<file path="src/rtl/bsg_link_delay_train_pkg.sv">
// Shared constants, FSM state encoding and the window-pick lookup for
// the link delay training block.
package bsg_link_delay_train_pkg;

  localparam int unsigned delay_taps_gp    = 4;
  localparam int unsigned tap_sel_width_gp = 2;

  // PRBS7 recurrence: d[n] = d[n-7] ^ d[n-6]
  localparam int unsigned prbs_tap_a_gp = 7;
  localparam int unsigned prbs_tap_b_gp = 6;

  typedef enum logic [2:0] {
    S_IDLE,
    S_SETTLE,
    S_CHECK,
    S_RECORD,
    S_DECIDE,
    S_DONE
  } state_e;

  // Maps a 4-bit per-tap pass mask to {fail, sel[1:0]}: centre of the
  // longest contiguous passing run, lowest start on ties.
  function automatic logic [2:0] window_pick(input logic [3:0] mask);
    logic [2:0] r;
    case (mask)
      4'b0000: r = 3'b1_00;
      4'b0001: r = 3'b0_00;
      4'b0010: r = 3'b0_01;
      4'b0011: r = 3'b0_00;
      4'b0100: r = 3'b0_10;
      4'b0101: r = 3'b0_00;
      4'b0110: r = 3'b0_01;
      4'b0111: r = 3'b0_01;
      4'b1000: r = 3'b0_11;
      4'b1001: r = 3'b0_00;
      4'b1010: r = 3'b0_01;
      4'b1011: r = 3'b0_00;
      4'b1100: r = 3'b0_10;
      4'b1101: r = 3'b0_10;
      4'b1110: r = 3'b0_10;
      4'b1111: r = 3'b0_01;
      default: r = 3'b1_00;
    endcase
    return r;
  endfunction

endpackage

</file>
<file path="src/rtl/bsg_link_delay_train_bit_checker.sv">
// Per-bit PRBS7 checker: history shift register, toggle detector and
// sticky error flag. A bit that never toggles in the window counts as failed.
module bsg_link_delay_train_bit_checker
  import bsg_link_delay_train_pkg::*;
(
  input  logic clk_i,
  input  logic async_reset_n_i,
  input  logic sample_i,
  input  logic check_en_i,
  input  logic clear_i,
  output logic err_o
);

  logic [6:0] hist_q, hist_d;
  logic       err_q, err_d;
  logic       tog_q, tog_d;

  // Next-state: history always shifts; flags accumulate only while checking
  always_comb begin
    hist_d = {hist_q[5:0], sample_i};
    err_d  = err_q;
    tog_d  = tog_q;
    if (clear_i) begin
      err_d = 1'b0;
      tog_d = 1'b0;
    end else if (check_en_i) begin
      err_d = err_q | (sample_i != (hist_q[prbs_tap_a_gp-1] ^ hist_q[prbs_tap_b_gp-1]));
      tog_d = tog_q | (sample_i != hist_q[0]);
    end
  end

  // State registers
  always_ff @(posedge clk_i or negedge async_reset_n_i) begin
    if (!async_reset_n_i) begin
      hist_q <= '0;
      err_q  <= 1'b0;
      tog_q  <= 1'b0;
    end else begin
      hist_q <= hist_d;
      err_q  <= err_d;
      tog_q  <= tog_d;
    end
  end

  assign err_o = err_q | ~tog_q;

endmodule

</file>
<file path="src/rtl/bsg_link_delay_train.sv">
// Receive-side delay-line training: sweeps all taps, scores every bit on
// PRBS7 per tap, then selects the centre of each bit's passing window.
module bsg_link_delay_train
  import bsg_link_delay_train_pkg::*;
#(
  parameter int unsigned width_p         = 18,
  parameter int unsigned settle_cycles_p = 16,
  parameter int unsigned check_cycles_p  = 256
) (
  input  logic                   clk_i,
  input  logic                   async_reset_n_i,
  input  logic                   start_i,
  input  logic [width_p-1:0]     data_i,
  output logic [2*width_p-1:0]   sel_o,
  output logic [4*width_p-1:0]   pass_mask_o,
  output logic [width_p-1:0]     fail_o,
  output logic                   busy_o,
  output logic                   done_o
);

  localparam int unsigned max_cyc_lp = (settle_cycles_p > check_cycles_p) ? settle_cycles_p : check_cycles_p;
  localparam int unsigned cnt_w_lp   = $clog2(max_cyc_lp) + 1;

  state_e                  state_q, state_d;
  logic [1:0]              tap_q, tap_d;
  logic [cnt_w_lp-1:0]     cnt_q, cnt_d;
  logic [2*width_p-1:0]    sel_q, sel_d;
  logic [4*width_p-1:0]    mask_q, mask_d;
  logic [width_p-1:0]      fail_q, fail_d;
  logic                    busy_q, busy_d;
  logic                    done_q, done_d;
  logic [width_p-1:0]      data_q;
  logic [width_p-1:0]      err;
  logic                    check_en;
  logic                    clear;

  assign check_en = (state_q == S_CHECK);
  assign clear    = (state_q != S_CHECK);

  // Entry flop isolating the delay line outputs
  always_ff @(posedge clk_i or negedge async_reset_n_i) begin
    if (!async_reset_n_i) data_q <= '0;
    else                  data_q <= data_i;
  end

  for (genvar k = 0; k < width_p; k++) begin : g_chk
    bsg_link_delay_train_bit_checker u_chk (
      .clk_i           (clk_i),
      .async_reset_n_i (async_reset_n_i),
      .sample_i        (data_q[k]),
      .check_en_i      (check_en),
      .clear_i         (clear),
      .err_o           (err[k])
    );
  end

  // Next-state and output-register logic for the training sequence
  always_comb begin
    logic [3:0] nib;
    logic [2:0] pick;
    state_d = state_q;
    tap_d   = tap_q;
    cnt_d   = cnt_q;
    sel_d   = sel_q;
    mask_d  = mask_q;
    fail_d  = fail_q;
    busy_d  = busy_q;
    done_d  = done_q;
    nib     = '0;
    pick    = '0;
    unique case (state_q)
      S_IDLE, S_DONE: begin
        if (start_i) begin
          state_d = S_SETTLE;
          tap_d   = '0;
          cnt_d   = '0;
          sel_d   = '0;
          mask_d  = '0;
          fail_d  = '0;
          done_d  = 1'b0;
          busy_d  = 1'b1;
        end
      end
      S_SETTLE: begin
        if (cnt_q == cnt_w_lp'(settle_cycles_p - 1)) begin
          cnt_d   = '0;
          state_d = S_CHECK;
        end else begin
          cnt_d = cnt_q + 1'b1;
        end
      end
      S_CHECK: begin
        if (cnt_q == cnt_w_lp'(check_cycles_p - 1)) begin
          cnt_d   = '0;
          state_d = S_RECORD;
        end else begin
          cnt_d = cnt_q + 1'b1;
        end
      end
      S_RECORD: begin
        for (int unsigned k = 0; k < width_p; k++) begin
          nib         = mask_q[k*4 +: 4];
          nib[tap_q]  = ~err[k];
          mask_d[k*4 +: 4] = nib;
        end
        if (tap_q != 2'd3) begin
          tap_d   = tap_q + 2'd1;
          sel_d   = {width_p{tap_q + 2'd1}};
          state_d = S_SETTLE;
        end else begin
          state_d = S_DECIDE;
        end
      end
      S_DECIDE: begin
        for (int unsigned k = 0; k < width_p; k++) begin
          pick             = window_pick(mask_q[k*4 +: 4]);
          sel_d[k*2 +: 2]  = pick[1:0];
          fail_d[k]        = pick[2];
        end
        busy_d  = 1'b0;
        done_d  = 1'b1;
        state_d = S_DONE;
      end
      default: state_d = S_IDLE;
    endcase
  end

  // FSM and result registers
  always_ff @(posedge clk_i or negedge async_reset_n_i) begin
    if (!async_reset_n_i) begin
      state_q <= S_IDLE;
      tap_q   <= '0;
      cnt_q   <= '0;
      sel_q   <= '0;
      mask_q  <= '0;
      fail_q  <= '0;
      busy_q  <= 1'b0;
      done_q  <= 1'b0;
    end else begin
      state_q <= state_d;
      tap_q   <= tap_d;
      cnt_q   <= cnt_d;
      sel_q   <= sel_d;
      mask_q  <= mask_d;
      fail_q  <= fail_d;
      busy_q  <= busy_d;
      done_q  <= done_d;
    end
  end

  assign sel_o       = sel_q;
  assign pass_mask_o = mask_q;
  assign fail_o      = fail_q;
  assign busy_o      = busy_q;
  assign done_o      = done_q;

endmodule

</file>
<file path="config.mk">
export PLATFORM = sky130hd
export DESIGN_NAME = bsg_link_delay_train
export DESIGN_NICKNAME = d
export VERILOG_FILES = /design/src/rtl/bsg_link_delay_train_pkg.sv /design/src/rtl/bsg_link_delay_train_bit_checker.sv /design/src/rtl/bsg_link_delay_train.sv
export SDC_FILE = /design/constraint.sdc
export NUM_CORES = 1
export LEC_CHECK = 0
export CORE_MARGIN = 3
export CORE_UTILIZATION = 50
export DETAILED_ROUTE_END_ITERATION = 8
export PLACE_DENSITY_LB_ADDON = 0.2
export SLEW_MARGIN = 20
export SYNTH_ARGS = -nofsm -noshare
export SYNTH_HDL_FRONTEND = slang
export SYNTH_SLANG_ARGS = --single-unit
</file>
<file path="constraint.sdc">
create_clock -name clk_i -period 1.99 [get_ports clk_i]
set_input_delay 0.398 -clock clk_i [delete_from_list [all_inputs] [get_ports clk_i]]
set_output_delay 0.398 -clock clk_i [all_outputs]
set_load 0.005 [all_outputs]
</file>
==> out/summary.txt <==
TNS Setup: -0.0198 ns
slowest CP cell: dfrtp_1
Pins Over Slew Limit: 0
Synth top cells by count: dfrtp_1, nor2_1, o2bb2ai_1
Post-Syn Instances: 913
Clk Latency, worst-skew pair: 0.50 ns
final hold vios: 0
clock skew: 0.0152 ns
Synth Warn #: 0
dominant synthesized flop cell: dfrtp_1
Internal Power: 14.0 mW
peak supply drop: 0.677 mV
Synth area leader: dfrtp_1
placed instance count: 1404
reg2reg end: cnt_q[7]
clk sinks: 322
TritonCTS Buffers: 35
Die H: 160 um
max incr delay on CP: 0.38 ns
DR WL/cell: 19.2 um
die area: 25600 sq um
unrepaired setup endpoints after global routing: yes
CP Launch Point: cnt_q[0]
sequential power share: 42.0%
multiplexer area fraction after synthesis: 0.274%
antenna fix cells: 0
Nets: 1161
Tmin final: 2.00 ns
total routed wirelength: 28100 um
XOR/XNOR share of the synthesized area: 3.99%
switch share: 30.3%
vias: 8130
Yosys top cell area share: 68.0%
Unique masters post-synth: 47
Setup violations, final: 2
cell with the most instances after synthesis: dfrtp_1
clock share of power: 30.7%
Tcrit/Tclk final: 101%
final setup margin: -0.0138 ns
Slew @ Worst Pin: 0.401 ns
Synth Area per Inst: 13.0 sq um
Slew headroom: 73.3%
number of synthesized flops with an enable pin: 0
DP Area: 14300 sq um
CP Class: reg2reg
crit path cell chain: ha_2 > and3_4 > and3_4 > nand3_4 > inv_2 > ha_4 > o31a_4 > or3_4 > o21ai_2
grt total ovfl: 0
violations in the final reports: negative setup slack
min-delay worst type: in2reg
Root Driver: clkbuf_16
Die Span X: 160 um
Reg clk slew, reported paths: 0.06 ns
Reg2Reg Depth: 9
largest family of logic cells by synthesized area: compound AO/OA/AOI/OAI gates
1st-iter DRT viols: 665
# port buffers: 148
Worst setup EP type: register
layout cell share with drive strength beyond 1: 13.8%
Post-synth ARST share: 100%
number of fill cells in the layout: 1675
clock buffer depth: 3
P per Cell Area: 1300 nW/um^2
Total GRT Usage: 22.6%
final instance area: 15500 sq um
Layout Cells excl Fill: 1466
Initial Util: 51.6%
Final GP Congestion: 0.805
Startpoint Class: register
mapped cell area: 11900 sq um
First-pass DRT Iterations: 5
Critical Path End: cnt_q[7]
first-pass GRT wire length: 46200 um
WP data arrival: 2.42 ns
Psw: 6.10 mW
Synth-to-Final Area Change: 30.5%
initial antenna violation count: 0
top cells by area, synth: dfrtp_1, o2bb2ai_1, o21a_1, xnor2_1, a21oi_1
hpwl dp: 18600 um
Yosys reg bits: 322
adder-cell share of the synthesized area: 0.823%
post-synthesis compound-gate area fraction: 17.5%
number of cell rows: 55
simple-gate share of the synthesized area: 7.62%
reg2reg start: cnt_q[0]
Max Cap Violations: 0
Comb power frac: 27.2%
IO Pins: 149
largest net degree at the start of global routing: 75
R2R Setup Slk: -0.01 ns
CP max FO: 4
CTS tree: built
vias in the first global route: 8300
drc violations: 0
total power: 20.1 mW
outcome: finished with violations
Critical Path Most Common Cell: and3_4
vias per inst: 5.55
Post-Synthesis Net Count: 941
antenna-violating nets left: 0
sequential share of the synthesized area: 68.0%
Core Area: 23000 sq um
Static Leak: 6.61 nW
Req. time, crit path: 2.40 ns
H-Tree Depth: 2
Max Fclk: 499 MHz
## metal layers
| metal | track usage (%) | part of all wire, % | wire [um] |
|---|---|---|---|
| met3 | 4.72 | 6.0 | 1700 |
| met5 | 0 | 0 | 0 |
| met4 | 6.86 | 2.8 | 777 |
| met1 | 32.3 | 45 | 12600 |
| met2 | 35.2 | 46 | 13000 |
## power groups by stage
| stage | registers (mW) | clock network, mW | logic, mW |
|---|---|---|---|
| 6_report | 8.46 | 6.18 | 5.48 |
| 3_5_place_dp | 8.55 | 0 | 5.38 |
| 3_3_place_gp | 8.53 | 0 | 5.25 |
| 4_1_cts | 8.46 | 6.30 | 5.43 |
| 2_1_floorplan | 8.36 | 0 | 2.59 |
| 5_1_grt | 8.61 | 6.59 | 6.01 |
## per-stage QoR
stage	setup slack (ns)	util (%)	hold WS, ns
after floorplan	0.0554	-	0.102
after global routing	-0.0908	67.3	0.322
after global placement	-0.126	62.1	0.308
final	-0.0138	67.3	0.333
after CTS	0.00254	66.9	0.313
after detailed placement	-0.137	62.1	0.309
## worst min path at each step
stage                          from                        to  slack (ns)  cells past startpoint
floorplan           async_reset_n_i                    busy_o        0.10                      0
global placement    async_reset_n_i  g_chk[3].u_chk.hist_q[5]        0.31                      1
detailed placement  async_reset_n_i  g_chk[3].u_chk.hist_q[5]        0.31                      1
CTS                       data_i[7]                 data_q[7]        0.31                      1
global route              data_i[7]                 data_q[7]        0.32                      1
finish                    data_i[7]                 data_q[7]        0.33                      1
## flip-flops by register name, indices dropped and copies added, names as in the netlist
| signal | flops |
|---|---|
| busy_o | 1 |
| cnt_q | 9 |
| data_q | 18 |
| done_o | 1 |
| fail_o | 18 |
| g_chk.u_chk.err_q | 18 |
| g_chk.u_chk.hist_q | 126 |
| g_chk.u_chk.tog_q | 18 |
| pass_mask_o | 72 |
| sel_o | 36 |
| state_q | 3 |
| tap_q | 2 |
## layout make-up
type / instances / area [sq um] / area share (%)
Inverter: 13 / 48.8 / 0.316
Clock inverter: 16 / 168 / 1.08
Multi-Input combinational cell: 546 / 3690 / 23.8
Sequential cell: 322 / 8060 / 52.1
Timing Repair Buffer: 215 / 2190 / 14.1
Clock buffer: 41 / 918 / 5.94
Tap cell: 313 / 392 / 2.53
## cell families (layout without fill, tap and decap cells)
family	after synthesis	after routing
buf+inv	45	285
compound gates	288	288
flops	322	322
fa+ha+maj	8	8
simple gates	193	193
mux	3	3
xor+xnor	54	54
## cells in the final DEF, fill, tap and decap left out, drive strengths merged, types with 13 or more instances in the layout
cell type	netlist	final
nand2b	29	29
xnor2	36	36
o21a	47	47
o21ai	45	45
clkbuf	14	41
o2bb2ai	66	66
a32o	18	18
buf	18	67
nand3	17	17
a21oi	65	65
o22ai	13	13
nor2	75	75
dfrtp	322	322
inv	13	15
xor2	18	18
nand2	43	43
clkdlybuf4s50	0	146
## repair_timing
action | in CTS | in global routing
resized for setup | 5 | 17
setup endpoints to repair | 6 | 12
endpoints found under the hold margin | 23 | 0
buffers inserted | 1 | 3
pin swaps | 1 | 8
hold buffers | 1 | 0
## worst max-delay path, delay by kind of cell (launching register included)
kind                     cells  cell delay, ns
AO/OA/AOI/OAI                2            0.36
adder cells (fa/ha/maj)      2            0.34
buffers and inverters        1            0.04
flip-flops                   1            0.38
AND/OR/NAND/NOR              4            0.79
(Power assumes the default switching activity.)
